[src/rtl/capsense_event.sv]
`default_nettype none
// ============================================================================
// Module   : capsense_event
// Brief    : Per-button debounce, press/release/long-press event generation
//            and FIFO serialisation of capsense poll results.
//            Long-press logic is built only with CAPSENSE_EVT_LONGPRESS_EN.
// Revision : 1.0 - initial release
// ============================================================================
module capsense_event #(
    parameter  int N          = 4,
    parameter  int DEBOUNCE   = 3,
    parameter  int LONG_TICKS = 20,
    parameter  int DEPTH      = 4,
    localparam int IDX_W      = (N > 1) ? $clog2(N) : 1
) (
    input  logic             clk_i,
    input  logic             rst_i,
    input  logic             sample_stb_i,
    input  logic [N-1:0]     buttons_i,
    input  logic             tick_i,
    output logic [N-1:0]     state_o,
    output logic             evt_valid_o,
    input  logic             evt_ready_i,
    output logic [IDX_W-1:0] evt_btn_o,
    output logic [1:0]       evt_kind_o,
    output logic             overflow_o
);

    localparam int            c_aw       = $clog2(DEPTH);
    localparam int            c_ptr_w    = c_aw + 1;
    localparam logic [3:0]    c_deb      = 4'(DEBOUNCE);
    localparam logic [1:0]    c_kind_rel = 2'd0;
    localparam logic [1:0]    c_kind_prs = 2'd1;
    localparam logic [1:0]    c_kind_lng = 2'd2;
    localparam logic [c_ptr_w-1:0] c_full_pat = c_ptr_w'(1) << c_aw;

    logic [N-1:0]       r_state;
    logic [N-1:0]       r_pend_v;
    logic [1:0]         r_pend_k [N];
    logic               r_ovf;

    logic [N-1:0]       w_flip;
    logic [N-1:0]       w_long;
    logic [N-1:0]       w_new_v;
    logic [1:0]         w_new_k  [N];
    logic [N-1:0]       w_take;
    logic [N-1:0]       w_lost;

    logic [IDX_W-1:0]   w_sel;
    logic [1:0]         w_sel_k;
    logic               w_sel_v;
    logic               w_push;
    logic               w_pop;
    logic               w_empty;
    logic               w_full;

    logic [IDX_W+1:0]   r_mem [DEPTH];
    logic [c_ptr_w-1:0] r_wr_ptr;
    logic [c_ptr_w-1:0] r_rd_ptr;
    logic [IDX_W+1:0]   w_head;

    // ------------------------------------------------------------------
    // Per-button debounce and (optionally) long-press timing
    // ------------------------------------------------------------------
    for (genvar i = 0; i < N; i++) begin : g_btn
        logic [3:0] r_deb_cnt;
        logic [3:0] w_deb_inc;
        logic       w_disagree;

        assign w_deb_inc  = r_deb_cnt + 4'd1;
        assign w_disagree = buttons_i[i] != r_state[i];
        assign w_flip[i]  = sample_stb_i && w_disagree && (w_deb_inc == c_deb);

        always_ff @(posedge clk_i) begin
            if (rst_i) begin
                r_deb_cnt <= 4'd0;
            end else if (sample_stb_i) begin
                if (!w_disagree || w_flip[i]) begin
                    r_deb_cnt <= 4'd0;
                end else begin
                    r_deb_cnt <= w_deb_inc;
                end
            end
        end

`ifdef CAPSENSE_EVT_LONGPRESS_EN
        localparam logic [7:0] c_long    = 8'(LONG_TICKS);
        localparam logic [7:0] c_long_m1 = 8'(LONG_TICKS - 1);
        logic [7:0] r_long_cnt;

        // Saturation at c_long keeps this to one long event per press.
        assign w_long[i] = r_state[i] && tick_i && (r_long_cnt == c_long_m1);

        always_ff @(posedge clk_i) begin
            if (rst_i) begin
                r_long_cnt <= 8'd0;
            end else if (w_flip[i]) begin
                r_long_cnt <= 8'd0;
            end else if (r_state[i] && tick_i && (r_long_cnt != c_long)) begin
                r_long_cnt <= r_long_cnt + 8'd1;
            end
        end
`else
        assign w_long[i] = 1'b0;
`endif

        assign w_new_v[i] = w_flip[i] || w_long[i];
        assign w_new_k[i] = w_flip[i] ? (r_state[i] ? c_kind_rel : c_kind_prs) : c_kind_lng;
        assign w_take[i]  = w_push && (w_sel == IDX_W'(i));
        // A flip hides a coincident long event; either way something is lost.
        assign w_lost[i]  = (w_new_v[i] && r_pend_v[i] && !w_take[i]) ||
                            (w_flip[i] && w_long[i]);
    end

`ifndef CAPSENSE_EVT_LONGPRESS_EN
    wire w_unused_tick = tick_i;
    localparam int c_unused_long = LONG_TICKS;
`endif

    always_ff @(posedge clk_i) begin
        if (rst_i) begin
            r_state <= '0;
        end else begin
            r_state <= r_state ^ w_flip;
        end
    end

    // ------------------------------------------------------------------
    // Pending slots and lowest-index serialiser
    // ------------------------------------------------------------------
    always_comb begin
        w_sel   = '0;
        w_sel_k = c_kind_rel;
        w_sel_v = 1'b0;
        for (int j = N - 1; j >= 0; j--) begin
            if (r_pend_v[j]) begin
                w_sel   = IDX_W'(j);
                w_sel_k = r_pend_k[j];
                w_sel_v = 1'b1;
            end
        end
    end

    assign w_push = w_sel_v && (!w_full || w_pop);

    always_ff @(posedge clk_i) begin
        if (rst_i) begin
            r_pend_v <= '0;
            r_ovf    <= 1'b0;
            for (int j = 0; j < N; j++) begin
                r_pend_k[j] <= c_kind_rel;
            end
        end else begin
            for (int j = 0; j < N; j++) begin
                if (w_new_v[j]) begin
                    r_pend_v[j] <= 1'b1;
                    r_pend_k[j] <= w_new_k[j];
                end else if (w_take[j]) begin
                    r_pend_v[j] <= 1'b0;
                end
            end
            r_ovf <= r_ovf || (|w_lost);
        end
    end

    // ------------------------------------------------------------------
    // First-word-fall-through event FIFO
    // ------------------------------------------------------------------
    assign w_empty = r_wr_ptr == r_rd_ptr;
    assign w_full  = (r_wr_ptr ^ r_rd_ptr) == c_full_pat;
    assign w_pop   = !w_empty && evt_ready_i;

    always_ff @(posedge clk_i) begin
        if (rst_i) begin
            r_wr_ptr <= '0;
            r_rd_ptr <= '0;
        end else begin
            if (w_push) begin
                r_wr_ptr <= r_wr_ptr + c_ptr_w'(1);
            end
            if (w_pop) begin
                r_rd_ptr <= r_rd_ptr + c_ptr_w'(1);
            end
        end
    end

    // Storage needs no reset: the head is masked while the FIFO is empty.
    always_ff @(posedge clk_i) begin
        if (w_push) begin
            r_mem[r_wr_ptr[c_aw-1:0]] <= {w_sel, w_sel_k};
        end
    end

    assign w_head      = r_mem[r_rd_ptr[c_aw-1:0]];
    assign evt_valid_o = !w_empty;
    assign evt_btn_o   = evt_valid_o ? w_head[IDX_W+1:2] : '0;
    assign evt_kind_o  = evt_valid_o ? w_head[1:0] : 2'd0;
    assign state_o     = r_state;
    assign overflow_o  = r_ovf;

endmodule
`default_nettype wire

[config.mk]
export PLATFORM = sky130hd
export DESIGN_NAME = capsense_event
export DESIGN_NICKNAME = d
export VERILOG_FILES = /design/src/rtl/capsense_event.sv
export SDC_FILE = /design/constraint.sdc
export NUM_CORES = 1
export LEC_CHECK = 0
export ABC_CLOCK_PERIOD_IN_PS = 1500
export CAP_MARGIN = 25
export CORE_UTILIZATION = 53
export CTS_CLUSTER_DIAMETER = 100
export DETAILED_ROUTE_END_ITERATION = 7
export GPL_TIMING_DRIVEN = 0
export PLACE_DENSITY_LB_ADDON = 0.25
export SLEW_MARGIN = 40
export SYNTH_ARGS = -nofsm -noshare
export SYNTH_HDL_FRONTEND = slang
export SYNTH_SLANG_ARGS = --single-unit
export TNS_END_PERCENT = 50
[constraint.sdc]
create_clock -name clk_i -period 1.5 [get_ports clk_i]
set_input_delay 0.3 -clock clk_i [delete_from_list [all_inputs] [get_ports clk_i]]
set_output_delay 0.3 -clock clk_i [all_outputs]
set_load 0.01 [all_outputs]
Word level (Yosys, flattened, before mapping) --
Memory sizes are Yosys's and may differ from the RTL's. A register that Yosys moved wholly into a read port is not among the register bits. Cells that the tools add are included.
Storage, ports and cells: RAM bits 24, word-level logic and storage cells 139, memories 2, bits in latches 0, output and inout port bits 10, memory bits (read-only) 0, register bits 31, input port bits 9
Memories:
- r_mem | words 4, bits a word 4, read ports 1, clocked after Yosys merged registers in 1, write ports 1, line 57 | logic [IDX_W+1:0] r_mem [DEPTH];
- r_pend_k | words 4, bits a word 2, read ports 4, clocked after Yosys merged registers in 0, write ports 4, line 39 | logic [1:0] r_pend_k [N];
Operators by class: multipliers 0, multiplexer cells 56, $lt $le $gt $ge 0, reductions and logical operators 44, shift operators 0, equality and inequality tests 13, bitwise gates (word level) 6, add/subtract/negate cells 6, div/mod/pow operators 0
Operator list (count):
- 2-to-1 mux 2 bit | 20
- 2-to-1 mux 1 bit | 32
- logical AND 1 bit | 22
- adder 4 x 1 -> 4 bit, second input constant | 4
- == test 4 x 2 -> 1 bit, second input constant | 4
- 2-to-1 mux 4 bit | 4
- logical NOT 1 bit | 10
- nonzero test 2 bit | 4
- adder 3 x 1 -> 3 bit, second input constant | 2
- logical OR 1 bit | 6
- == test 2 bit, second input constant | 2
- != test 1 bit | 4
- OR 1 bit | 4
- OR reduction 4 bit | 1
- bitwise XOR 4 bit | 1
- == test 3 bit | 1
- == test 3 bit, second input constant | 1
- bitwise XOR 3 bit | 1
- == test 2 x 1 -> 1 bit, second input constant | 1
- logical NOT 2 bit | 1

Logic depth before layout (Yosys ltp) --
Gate-level depths: netlist (run 1).
word-level depth 10, depth in mapped cells 7, depth with buffers taken out 6

Least setup slack after synthesis (run 1) --
OpenSTA, ideal clock, no wires.
path type register -> register, from register r_state[3] (netlist: state_o[3]), to memory r_pend_k[3][0] (enable), clock period less this slack 1637 ps, required time 1204 ps, data arrival time 1341 ps, setup time 296 ps, cell stages (with the launch flop) 6, path buffers 1, setup slack -137 ps, cell sequence dfxtp_1 -> xor2_1 -> nand2_1 -> or3_1 -> buf_6 -> or2b_1
RTL lines:
- start, declared | line 37 | logic [N-1:0] r_state;
- start signal, assigned | line 124 | r_state <= r_state ^ w_flip;
- end, declared | line 39

==> results of run 1 <==
power by group through the flow:
stage          logic [mW]  clock network, mW  registers [mW]
2_1_floorplan       0.107                  0            1.68
3_3_place_gp        0.159                  0            1.69
3_5_place_dp        0.163                  0            1.69
4_1_cts             0.199               1.22            1.65
5_1_grt             0.256               1.29            1.65
6_report            0.239               1.21            1.64
cell type report:
class,count,area [µm²]
plain buffers,6,36.3
fillers,294,998
inverters,14,56.3
well taps,67,83.8
repair buffers,51,448
flip-flops and latches,57,1450
clock inverters,1,5.00
clock buffers,15,156
multi-input cells,185,1650
flip-flops by register name (all words and copies together), names as in the netlist, named ones only:
name and count:
r_pend_v 4, g_btn.r_deb_cnt 16, r_wr_ptr 3, r_mem 16, overflow_o 1, r_pend_k 8, state_o 4, r_rd_ptr 3
worst max-delay path, cell delays in order (launching register included):
cell                      delay, ns
sky130_fd_sc_hd__dfxtp_4       0.39
sky130_fd_sc_hd__mux4_2        0.51
sky130_fd_sc_hd__and2_4        0.18
sky130_fd_sc_hd__buf_6         0.11
worst min-delay path by stage:
stage	slack (ns)	endpoint	start
after detailed placement	0.49	g_btn[3].r_deb_cnt[0]	g_btn[3].r_deb_cnt[0]
after floorplan	0.46	g_btn[3].r_deb_cnt[0]	g_btn[3].r_deb_cnt[0]
after global routing	0.43	state_o[0]	rst_i
final	0.42	r_wr_ptr[0]	rst_i
after global placement	0.48	g_btn[3].r_deb_cnt[0]	g_btn[3].r_deb_cnt[0]
after CTS	0.40	state_o[1]	rst_i
layer usage:
metal  up-vias  global-route usage (%)  share of wire, %
li1       1041                       -                 -
met1      1061                    28.9                43
met2        55                    39.7                52
met3        14                    4.47               3.7
met4         0                    11.1               1.8
met5         -                       0                 0
cell usage in the layout, fill, tap and decap left out, drive strengths merged, types with 8 or more instances in the layout:
cell / n
nand2: 15
xor2: 12
dlygate4sd2: 8
nor2: 35
buf: 42
and2: 9
edfxtp: 24
a21oi: 16
ha: 13
nor3: 8
dfxtp: 33
inv: 13
clkbuf: 18
kinds of logic (layout without fill, tap and decap cells):
kind of cell | count (synthesis) | after routing
other cells | 1 | 4
mux | 7 | 7
flops | 57 | 57
compound gates | 40 | 40
xor+xnor | 19 | 19
fa+ha+maj | 13 | 13
buf+inv | 23 | 87
simple gates | 102 | 102
stage by stage:
stage	util, %	instances
finish	79.5	396
global placement	63.3	348
global route	79.5	396
floorplan	-	265
detailed placement	63.3	348
CTS	73.8	391
timing repair:
item                                    CTS  global route
endpoints found under the setup margin   60            63
pin swaps                                22            30
hold buffers                              0             0
buffers inserted                         30             6
gates resized for setup                  81            56
==> impl_results.rst, run 1 <==
.. list-table::
   :header-rows: 1

   * - Metric
     - Value
   * - Htree depth
     - 3
   * - Share of cells above drive strength 1
     - 44.7%
   * - Final TNS setup
     - -2.06 ns
   * - Worst hold slack
     - 0.418 ns
   * - Cell with the most instances after synthesis
     - sky130_fd_sc_hd__nor2_1
   * - Count of flip-flops with a built-in enable after synthesis
     - 24
   * - Multiplexer fraction of the synthesized cell area
     - 4.42%
   * - Total standard cell area after synthesis
     - 2770 µm²
   * - Library cell with the largest summed area after synthesis
     - sky130_fd_sc_hd__edfxtp_1
   * - Length of the first detailed-routing pass in iterations
     - 4
   * - Fraction of registers with async set or reset after synthesis
     - 0%
   * - Final net count
     - 346
   * - Number of top-level pins
     - 19
   * - Clk buf depth
     - 2
   * - Die Ht
     - 74.3 µm
   * - Max Fclk
     - 0.554 GHz
   * - Simple-gate share of the synthesized area
     - 19.8%
   * - Weighted congestion reported at the end of routability-driven placement
     - 0.806
   * - First-pass GRT wire length
     - 9.44 mm
   * - Top post-synthesis cells by area
     - sky130_fd_sc_hd__edfxtp_1, sky130_fd_sc_hd__dfxtp_1, sky130_fd_sc_hd__ha_1, sky130_fd_sc_hd__nor2_1, sky130_fd_sc_hd__xor2_1
   * - Via count
     - 2,171
   * - Net Sw Frac
     - 23.2%
   * - Result of the run
     - finished with violations
   * - Detailed placement HPWL
     - 3.63 mm
   * - Setup repair after global routing missed its margin
     - true
   * - Tightest Pin Transition
     - 0.609 ns
   * - Required time at the worst-slack endpoint
     - 1.20 ns
   * - Most used DFF post-synth
     - sky130_fd_sc_hd__dfxtp_1
   * - Clk slew on worst S/H paths
     - 0.06 ns
   * - Reg-to-Reg End
     - r_pend_k[3][0]
   * - DR vias/cell
     - 5.48
   * - CTS Root Buffer Type
     - sky130_fd_sc_hd__clkbuf_8
   * - Starting density of the core
     - 56.8%
   * - Max Clock Skew
     - 0.00844 ns
   * - Synthesis-stage register bit count
     - 57
   * - Clock network fraction of design power
     - 39.2%
   * - Unique cell type count in the Yosys netlist
     - 50
   * - Growth of design area from synthesis to finish
     - 40.0%
   * - Compound-cell area share of the yosys netlist
     - 9.98%
   * - Total global routing track utilization
     - 23.4%
   * - Overall overflow remaining after global route
     - 0
   * - Instance count along the most critical hold path
     - 2
   * - Post-route setup slack
     - -0.304 ns
   * - Final critical-path required period
     - 1.80 ns
   * - Worst-case setup slack after placement
     - -0.585 ns
   * - Maximum Capacitance Violations
     - 0
   * - Part of the total power dissipated in sequential elements
     - 53.1%
   * - Power per cell area
     - 797 nW/µm²
   * - Total leakage power
     - 1.48 nW
   * - Drt drc
     - 0
   * - Number of endpoints failing setup at the final stage
     - 20
   * - Register-to-register setup slack
     - -0.10 ns
   * - NetSw
     - 0.718 mW
   * - Max-slew headroom at the worst pin
     - 59.4%
   * - Rows
     - 25
   * - Worst-case reg-to-reg path depth
     - 5
   * - P_int
     - 2.38 mW
   * - DR iter-0 viols
     - 95
   * - Final Hold Viols
     - 0
   * - Placed Area
     - 3090 µm²
   * - Clock tree sinks
     - 57
   * - Number of antenna violations at the first check in global routing
     - 0
   * - Synthesized-area fraction occupied by adder cells
     - 5.87%
   * - Dominant combinational cell family by area after synthesis
     - simple AND/OR/NAND/NOR gates
   * - Share of Yosys cell area claimed by the top area cell type
     - 26.0%
   * - Critical Path End
     - evt_kind_o[0]
   * - Die X
     - 74.3 µm
   * - Classification of the worst setup path
     - register to output port
   * - Synth warn
     - 0
   * - TritonCTS clock tree
     - built
   * - Post-DR wirelength/cell
     - 16.4 µm
   * - Input/output buffers
     - 16
   * - Data arrival time of the worst path
     - 1.50 ns
   * - Share of the clock period used by the worst path
     - 120%
   * - Number of clock buffers inserted by TritonCTS
     - 9
   * - Insertion delay of the later-clocked pin in the worst-skew pair
     - 0.33 ns
   * - Sort of element at the end of the critical path
     - output port
   * - Cell types with the highest counts after synthesis
     - sky130_fd_sc_hd__nor2_1, sky130_fd_sc_hd__dfxtp_1, sky130_fd_sc_hd__edfxtp_1
   * - Synthesized area per cell
     - 10.6 µm²
   * - N_diodes
     - 0
   * - Register area share after synthesis
     - 49.8%
   * - Synthesized instance count
     - 262
   * - Area of the placeable core
     - 4880 µm²
   * - Top fanout value on the critical path
     - 4
   * - Number of global-route vias before repair
     - 2,082
   * - Total power after layout
     - 3.09 mW
   * - Pin count of the biggest net entering global routing
     - 11
   * - Startpoint of the worst register-to-register path
     - g_btn[3].r_deb_cnt[1]
   * - Finished layout cell area
     - 3880 µm²
   * - Routed Wire Length
     - 6.48 mm
   * - Worst supply voltage drop on vdd
     - 0.000496 V
   * - Post-synthesis xor/xnor area fraction
     - 6.00%
   * - Portion of total power attributed to combinational logic
     - 7.7%
   * - Count of antenna-violating nets left after detailed routing
     - 0
   * - Violated checks
     - negative setup slack
   * - Crit start category
     - register
   * - Total die area
     - 5520 µm²
   * - Final number of max-transition violations
     - 0
   * - Hold/Removal Path Class
     - primary input to register
Note: power is estimated with default switching activity, not from simulation.
==> run 2, diff against run 1 <==
--- a/config.mk
+++ b/config.mk
@@ -12,6 +12,7 @@
 export DETAILED_ROUTE_END_ITERATION = 7
 export GPL_TIMING_DRIVEN = 0
 export PLACE_DENSITY_LB_ADDON = 0.25
+export SKIP_CTS_REPAIR_TIMING = 1
 export SLEW_MARGIN = 40
 export SYNTH_ARGS = -nofsm -noshare
 export SYNTH_HDL_FRONTEND = slang
==> impl_results.rst, run 2 (same netlist as run 1, synthesis figures left out) <==
.. list-table::
   :header-rows: 1

   * - Metric
     - Value
   * - Insertion delay of the later-clocked pin in the worst-skew pair
     - 0.32 ns (was 0.33 ns)
   * - Sum of buffers and inverters on the critical path
     - 2 (was 1)
   * - Final net count
     - 327 (was 346)
   * - Number of endpoints failing setup at the final stage
     - 21 (was 20)
   * - Share of cells above drive strength 1
     - 37.4% (was 44.7%)
   * - Portion of total power attributed to combinational logic
     - 6.9% (was 7.7%)
   * - Share of the clock period used by the worst path
     - 127% (was 120%)
   * - Instance count along the most critical hold path
     - 2 (unchanged)
   * - Data arrival time of the worst path
     - 1.60 ns (was 1.50 ns)
   * - Reg-to-Reg End
     - r_pend_k[3][1] (was r_pend_k[3][0])
   * - Setup repair after global routing missed its margin
     - true (unchanged)
   * - Input/output buffers
     - 16 (unchanged)
   * - Final critical-path required period
     - 1.90 ns (was 1.80 ns)
   * - Drt drc
     - 0 (unchanged)
   * - Worst path max stage delay
     - 0.36 ns (was 0.51 ns)
   * - Hold/Removal Path Class
     - primary input to register (unchanged)
   * - Growth of design area from synthesis to finish
     - 33.0% (was 40.0%)
   * - Pin count of the biggest net entering global routing
     - 11 (unchanged)
   * - Via count
     - 2,055 (was 2,171)
   * - Die Ht
     - 74.3 µm (unchanged)
   * - Detailed placement HPWL
     - 3.63 mm (unchanged)
   * - Power per cell area
     - 827 nW/µm² (was 797 nW/µm²)
   * - Maximum Capacitance Violations
     - 0 (unchanged)
   * - Clk buf depth
     - 2 (unchanged)
   * - CP Launch Point
     - r_wr_ptr[2]
   * - Total global routing track utilization
     - 20.0% (was 23.4%)
   * - Leading cell type in the layout, fill and taps excluded
     - sky130_fd_sc_hd__nor2_1 (unchanged)
   * - Startpoint of the worst register-to-register path
     - g_btn[3].r_deb_cnt[1] (unchanged)
   * - DR vias/cell
     - 5.45 (was 5.48)
   * - Max-slew headroom at the worst pin
     - 61.4% (was 59.4%)
   * - Overall overflow remaining after global route
     - 0 (unchanged)
   * - Register-to-register setup slack
     - -0.15 ns (was -0.10 ns)
   * - Count of antenna-violating nets left after detailed routing
     - 0 (unchanged)
   * - Part of the total power dissipated in sequential elements
     - 54.1% (was 53.1%)
   * - Total power after layout
     - 3.05 mW (was 3.09 mW)
   * - P_int
     - 2.37 mW (was 2.38 mW)
   * - Worst-case setup slack after placement
     - -0.585 ns (unchanged)
   * - Number of top-level pins
     - 19 (unchanged)
   * - Cell occurring most often along the worst timing path
     - sky130_fd_sc_hd__buf_6
   * - Final number of max-transition violations
     - 0 (unchanged)
   * - Top fanout value on the critical path
     - 4 (unchanged)
   * - Clock tree sinks
     - 57 (unchanged)
   * - Length of the first detailed-routing pass in iterations
     - 4 (unchanged)
   * - Classification of the worst setup path
     - register to output port (unchanged)
   * - Sort of element at the end of the critical path
     - output port (unchanged)
   * - Required time at the worst-slack endpoint
     - 1.20 ns (about the same)
   * - Cell family contributing the most delay on the critical path
     - simple AND/OR/NAND/NOR gates (was multiplexers)
   * - Slowest CP cell
     - sky130_fd_sc_hd__dfxtp_4 (was sky130_fd_sc_hd__mux4_2)
   * - Total die area
     - 5520 µm² (unchanged)
   * - CP cell instances
     - xor2_4 > nand3b_1 > buf_6 > and2_4 > buf_6 (was mux4_2 > and2_4 > buf_6)
   * - Post-route setup slack
     - -0.398 ns (was -0.304 ns)
   * - Finished layout cell area
     - 3690 µm² (was 3880 µm²)
   * - N_diodes
     - 0 (unchanged)
   * - Number of global-route vias before repair
     - 1,797 (was 2,082)
   * - Die X
     - 74.3 µm (unchanged)
   * - Area of the placeable core
     - 4880 µm² (unchanged)
   * - Worst supply voltage drop on vdd
     - 0.000494 V (was 0.000496 V)
   * - Total leakage power
     - 1.47 nW (was 1.48 nW)
   * - Worst-case reg-to-reg path depth
     - 6 (was 5)
   * - CTS Root Buffer Type
     - sky130_fd_sc_hd__clkbuf_8 (unchanged)
   * - Tightest Pin Transition
     - 0.579 ns (was 0.609 ns)
   * - Most frequent cells in the layout
     - sky130_fd_sc_hd__nor2_1, sky130_fd_sc_hd__edfxtp_1, sky130_fd_sc_hd__dfxtp_2, sky130_fd_sc_hd__a21oi_1, sky130_fd_sc_hd__buf_4 (was sky130_fd_sc_hd__nor2_1, sky130_fd_sc_hd__buf_4, sky130_fd_sc_hd__edfxtp_1, sky130_fd_sc_hd__a21oi_1, sky130_fd_sc_hd__dfxtp_4)
   * - TritonCTS clock tree
     - built (unchanged)
   * - Worst-case hold path end point
     - state_o[0] (was r_wr_ptr[0])
   * - NetSw
     - 0.681 mW (was 0.718 mW)
   * - Max Clock Skew
     - 0.00838 ns (was 0.00844 ns)
   * - Net Sw Frac
     - 22.3% (was 23.2%)
   * - Htree depth
     - 3 (unchanged)
   * - Violated checks
     - negative setup slack (unchanged)
   * - Weighted congestion reported at the end of routability-driven placement
     - 0.806 (unchanged)
   * - DR iter-0 viols
     - 107 (was 95)
   * - Placed Area
     - 3090 µm² (unchanged)
   * - Origin of the worst min-delay path
     - rst_i (unchanged)
   * - Max Fclk
     - 0.527 GHz (was 0.554 GHz)
   * - Crit start category
     - register (unchanged)
   * - Post-DR wirelength/cell
     - 14.6 µm (was 16.4 µm)
   * - First-pass GRT wire length
     - 7.99 mm (was 9.44 mm)
   * - Clock network fraction of design power
     - 39.1% (was 39.2%)
   * - Routed Wire Length
     - 5.51 mm (was 6.48 mm)
   * - Result of the run
     - finished with violations (unchanged)
   * - Rows
     - 25 (unchanged)
   * - Number of antenna violations at the first check in global routing
     - 0 (unchanged)
   * - Starting density of the core
     - 56.8% (unchanged)
   * - Final Hold Viols
     - 0 (unchanged)
   * - Number of clock buffers inserted by TritonCTS
     - 9 (unchanged)
   * - Clk slew on worst S/H paths
     - 0.06 ns (about the same)
==> run 2: changes by cell type in the layout (fill, tap and decap cells not counted), sizes merged <==
cell / previous run / this run
clkdlybuf4s50: 1 / 2
dlymetal6s2s: 1 / 10
clkbuf: 18 / 19
dlygate4sd2: 8 / 0
buf: 42 / 21
clkdlybuf4s15: 1 / 0
==> run 2: power groups by stage <==
stage | clock [mW] | sequential [mW] | combinational, mW
floorplan | 0 | 1.68 | 0.107
global placement | 0 | 1.69 | 0.159
detailed placement | 0 | 1.69 | 0.163
CTS | 1.22 | 1.65 | 0.163
global route | 1.29 | 1.65 | 0.228
finish | 1.19 | 1.65 | 0.209
==> run 2: layout make-up <==
type                            instances  area [µm²]
Buffer                                  7        50.0
Clock buffer                           15         156
Clock inverter                          1        5.00
Fill cell                             330        1190
Inverter                               14        56.3
Multi-Input combinational cell        185        1600
Sequential cell                        57        1440
Tap cell                               67        83.8
Timing Repair Buffer                   31         300
==> run 2: how the worst max path moves through the flow <==
stage	cells after the start	to
6_report	5	evt_btn_o[0]
5_1_grt	5	evt_btn_o[0]
4_1_cts	4	evt_kind_o[0]
3_3_place_gp	5	r_pend_k[3][1]
2_1_floorplan	6	r_pend_k[3][0]
3_5_place_dp	6	r_pend_k[3][0]
==> run 2: per-stage QoR <==
step,instances,hold WS [ns],TNS [ns],util (%)
after floorplan,265,0.465,-0.321,-
after global placement,348,0.484,-22.33,63.3
after detailed placement,348,0.490,-23.06,63.3
after CTS,364,0.387,-10.46,66.6
after global routing,377,0.421,-4.28,75.6
final,377,0.410,-2.88,75.6
==> run 2: per-layer routing <==
layer / track usage (%) / vias up / share of wire [%]
met1: 25.2 / 986 / 45
met3: 4.34 / 14 / 4.3
li1: - / 999 / -
met4: 8.18 / 0 / 2.4
met5: 0 / - / 0
met2: 33.5 / 56 / 48
==> run 3, diff against run 2 <==
--- a/config.mk
+++ b/config.mk
@@ -5,6 +5,7 @@
 export SDC_FILE = /design/constraint.sdc
 export NUM_CORES = 1
 export LEC_CHECK = 0
+export ABC_AREA = 1
 export ABC_CLOCK_PERIOD_IN_PS = 1500
 export CAP_MARGIN = 25
 export CORE_UTILIZATION = 53
==> impl_results.rst, run 3 <==
.. list-table::
   :header-rows: 1

   * - Metric
     - Value
   * - Multiplexer fraction of the synthesized cell area
     - 0% (was 4.42%)
   * - Total standard cell area after synthesis
     - 2770 µm² (about the same)
   * - Worst-case hold path end point
     - r_wr_ptr[2] (was state_o[0])
   * - Post-DR wirelength/cell
     - 12.6 µm (was 14.6 µm)
   * - Share of Yosys cell area claimed by the top area cell type
     - 26.0% (about the same)
   * - Multi-input gate area in the final layout
     - 1400 µm² (was 1600 µm²)
   * - Portion of total power attributed to combinational logic
     - 13.4% (was 6.9%)
   * - Length of the first detailed-routing pass in iterations
     - 4 (unchanged)
   * - Clock network fraction of design power
     - 36.3% (was 39.1%)
   * - Number of clock buffers inserted by TritonCTS
     - 9 (unchanged)
   * - Instance count along the most critical hold path
     - 1 (was 2)
   * - Dominant combinational cell family by area after synthesis
     - simple AND/OR/NAND/NOR gates (unchanged)
   * - Clock tree sinks
     - 57 (unchanged)
   * - Net Sw Frac
     - 25.4% (was 22.3%)
   * - Count of fill cells added during filler insertion
     - 363 (was 330)
   * - Total leakage power
     - 1.48 nW (was 1.47 nW)
   * - Violated checks
     - negative setup slack (unchanged)
   * - Overall overflow remaining after global route
     - 0 (unchanged)
   * - Max-slew headroom at the worst pin
     - 63.1% (was 61.4%)
   * - Total global routing track utilization
     - 20.4% (was 20.0%)
   * - Clk buf depth
     - 2 (unchanged)
   * - Synthesized area per cell
     - 8.29 µm² (was 10.6 µm²)
   * - Final number of max-transition violations
     - 0 (unchanged)
   * - Max Fclk
     - 0.607 GHz (was 0.527 GHz)
   * - Sort of element at the end of the critical path
     - output port (unchanged)
   * - Area of the placeable core
     - 4880 µm² (unchanged)
   * - Count of antenna-violating nets left after detailed routing
     - 0 (unchanged)
   * - Met2 Resource Use GR
     - 35.7% (was 33.5%)
   * - Cell with the most instances after synthesis
     - sky130_fd_sc_hd__nand2_1 (was sky130_fd_sc_hd__nor2_1)
   * - Register area share after synthesis
     - 49.9% (was 49.8%)
   * - Data arrival time of the worst path
     - 1.35 ns (was 1.60 ns)
   * - Routing usage on met1
     - 22.5% (was 25.2%)
   * - Register-to-register setup slack
     - 0.01 ns (was -0.15 ns)
   * - Total die area
     - 5520 µm² (about the same)
   * - Fraction of registers with async set or reset after synthesis
     - 0% (unchanged)
   * - Total power after layout
     - 3.42 mW (was 3.05 mW)
   * - Routed Wire Length
     - 5.58 mm (was 5.51 mm)
   * - Crit start category
     - register (unchanged)
   * - Most frequent cells in the layout
     - sky130_fd_sc_hd__nand2_1, sky130_fd_sc_hd__inv_1, sky130_fd_sc_hd__a21oi_1, sky130_fd_sc_hd__edfxtp_1, sky130_fd_sc_hd__nor2_1 (was sky130_fd_sc_hd__nor2_1, sky130_fd_sc_hd__edfxtp_1, sky130_fd_sc_hd__dfxtp_2, sky130_fd_sc_hd__a21oi_1, sky130_fd_sc_hd__buf_4)
   * - Met3 demand-to-capacity share in global routing
     - 6.23% (was 4.34%)
   * - Synthesized-area fraction occupied by adder cells
     - 5.87% (about the same)
   * - Die X
     - 74.3 µm (about the same)
   * - Max Clock Skew
     - 0.00893 ns (was 0.00838 ns)
   * - Most used DFF post-synth
     - sky130_fd_sc_hd__dfxtp_1 (unchanged)
   * - Compound-cell area share of the yosys netlist
     - 10.2% (was 9.98%)
   * - Drt drc
     - 0 (unchanged)
   * - Origin of the worst min-delay path
     - r_wr_ptr[2] (was rst_i)
   * - Library cell with the largest summed area after synthesis
     - sky130_fd_sc_hd__edfxtp_1 (unchanged)
   * - Unique cell type count in the Yosys netlist
     - 30 (was 50)
   * - Cell types with the highest counts after synthesis
     - sky130_fd_sc_hd__nand2_1, sky130_fd_sc_hd__inv_1, sky130_fd_sc_hd__nor2_1 (was sky130_fd_sc_hd__nor2_1, sky130_fd_sc_hd__dfxtp_1, sky130_fd_sc_hd__edfxtp_1)
   * - Growth of design area from synthesis to finish
     - 26.8% (was 33.0%)
   * - N_diodes
     - 0 (unchanged)
   * - Clk slew on worst S/H paths
     - 0.06 ns (about the same)
   * - Count of flip-flops with a built-in enable after synthesis
     - 24 (unchanged)
   * - First-pass GRT wire length
     - 8.26 mm (was 7.99 mm)
   * - DR iter-0 viols
     - 120 (was 107)
   * - Result of the run
     - finished with violations (unchanged)
   * - Startpoint of the worst register-to-register path
     - g_btn[0].r_deb_cnt[0] (was g_btn[3].r_deb_cnt[1])
   * - Worst hold slack
     - 0.478 ns (was 0.410 ns)
   * - GR peak layer
     - met2 (unchanged)
   * - Rows
     - 25 (unchanged)
   * - Part of the total power dissipated in sequential elements
     - 50.3% (was 54.1%)
   * - Weighted congestion reported at the end of routability-driven placement
     - 0.775 (was 0.806)
   * - Detailed placement HPWL
     - 3.59 mm (was 3.63 mm)
   * - Number of top-level pins
     - 19 (unchanged)
   * - Classification of the worst setup path
     - register to output port (unchanged)
   * - TritonCTS clock tree
     - built (unchanged)
   * - Via count
     - 2,227 (was 2,055)
   * - Final net count
     - 393 (was 327)
   * - Htree depth
     - 3 (unchanged)
   * - Maximum Capacitance Violations
     - 0 (unchanged)
   * - Synth warn
     - 0 (unchanged)
   * - Number of endpoints failing setup at the final stage
     - 5 (was 21)
   * - Synthesized instance count
     - 334 (was 262)
   * - Required time at the worst-slack endpoint
     - 1.20 ns (about the same)
   * - Reg-to-Reg End
     - r_pend_k[0][1] (was r_pend_k[3][1])
   * - Post-route setup slack
     - -0.148 ns (was -0.398 ns)
   * - Top post-synthesis cells by area
     - sky130_fd_sc_hd__edfxtp_1, sky130_fd_sc_hd__dfxtp_1, sky130_fd_sc_hd__nand2_1, sky130_fd_sc_hd__ha_1, sky130_fd_sc_hd__a21oi_1 (was sky130_fd_sc_hd__edfxtp_1, sky130_fd_sc_hd__dfxtp_1, sky130_fd_sc_hd__ha_1, sky130_fd_sc_hd__nor2_1, sky130_fd_sc_hd__xor2_1)
   * - Post-synthesis xor/xnor area fraction
     - 1.22% (was 6.00%)
   * - Pin count of the biggest net entering global routing
     - 11 (unchanged)
   * - DR vias/cell
     - 5.03 (was 5.45)
   * - Simple-gate share of the synthesized area
     - 25.7% (was 19.8%)
   * - Worst-case reg-to-reg path depth
     - 8 (was 6)
   * - Leading cell type in the layout, fill and taps excluded
     - sky130_fd_sc_hd__nand2_1 (was sky130_fd_sc_hd__nor2_1)
   * - Input/output buffers
     - 17 (was 16)
   * - P_int
     - 2.55 mW (was 2.37 mW)
   * - Number of global-route vias before repair
     - 1,964 (was 1,797)
   * - Hold/Removal Path Class
     - register to register (was primary input to register)
   * - Die Ht
     - 74.3 µm (about the same)
   * - Top fanout value on the critical path
     - 6 (was 4)
   * - Power per cell area
     - 974 nW/µm² (was 827 nW/µm²)
   * - Setup repair after global routing missed its margin
     - true (unchanged)
   * - Share of the clock period used by the worst path
     - 110% (was 127%)
   * - Synthesis-stage register bit count
     - 57 (unchanged)
   * - NetSw
     - 0.871 mW (was 0.681 mW)
   * - Starting density of the core
     - 56.8% (about the same)
   * - CTS Root Buffer Type
     - sky130_fd_sc_hd__clkbuf_8 (unchanged)
   * - Final critical-path required period
     - 1.65 ns (was 1.90 ns)
   * - Worst supply voltage drop on vdd
     - 0.000799 V (was 0.000494 V)
   * - Sequential Area
     - 1420 µm² (was 1440 µm²)
   * - Insertion delay of the later-clocked pin in the worst-skew pair
     - 0.33 ns (was 0.32 ns)
   * - Number of antenna violations at the first check in global routing
     - 0 (unchanged)
   * - Tightest Pin Transition
     - 0.554 ns (was 0.579 ns)
   * - Final Hold Viols
     - 0 (unchanged)
   * - Share of cells above drive strength 1
     - 28.7% (was 37.4%)
-- run 3: layout make-up --
cell class	instances	share of cell area, %
flip-flops and latches	57	40.5
multi-input cells	228	39.9
repair buffers	24	6.52
inverters	46	5.20
clock buffers	16	4.85
well taps	67	2.39
plain buffers	5	0.606
-- run 3: stage by stage --
stage	setup TNS, ns	utilization [%]	cells	setup WS, ns	cell area, µm²
2_1_floorplan	0	-	337	0.0973	2780
3_3_place_gp	-15.22	62.2	421	-0.403	3040
3_5_place_dp	-16.57	62.2	421	-0.443	3040
4_1_cts	-5.10	65.7	437	-0.806	3210
5_1_grt	-1.27	72.0	443	-0.206	3510
6_report	-0.497	72.0	443	-0.148	3510
-- run 3: how the worst max path moves through the flow --
stage	startpoint	endpoint	slack, ns	cells after the start
after global routing	register	evt_btn_o[0]	-0.21	6
final	register	evt_btn_o[0]	-0.15	6
after global placement	register	evt_kind_o[1]	-0.40	7
after CTS	register	evt_kind_o[1]	-0.81	7
after detailed placement	register	evt_kind_o[1]	-0.44	7
after floorplan	g_btn[2].r_deb_cnt[1]	r_pend_k[2][0]	0.1	9
-- run 3: logic make-up after synthesis --
| kind of cell | after synthesis |
|---|---|
| flip-flops | 57 |
| XOR/XNOR | 3 |
| AO/OA/AOI/OAI | 52 |
| AND/OR/NAND/NOR | 156 |
| other | 1 |
| buffers and inverters | 52 |
| adder cells (fa/ha/maj) | 13 |
-- run 3: power groups by stage --
| stage | sequential [mW] | clock [mW] | combinational (mW) |
|---|---|---|---|
| after floorplan | 1.72 | 0 | 0.264 |
| after global placement | 1.73 | 0 | 0.384 |
| after detailed placement | 1.73 | 0 | 0.392 |
| after CTS | 1.70 | 1.27 | 0.396 |
| after global routing | 1.73 | 1.34 | 0.503 |
| final | 1.72 | 1.24 | 0.458 |
-- run 3: worst max-delay path, stage by stage, from the launching register on --
cell and delay [ns]:
sky130_fd_sc_hd__dfxtp_4 0.40, sky130_fd_sc_hd__buf_6 0.13, sky130_fd_sc_hd__nor2_2 0.03, sky130_fd_sc_hd__o32ai_1 0.22, sky130_fd_sc_hd__nand2_1 0.08, sky130_fd_sc_hd__inv_1 0.05, sky130_fd_sc_hd__buf_2 0.12
-- run 3: layer usage --
layer	wire length, µm	vias up
met5	0	-
met4	114	0
met3	150	13
met2	3040	33
met1	2270	1023
li1	-	1158
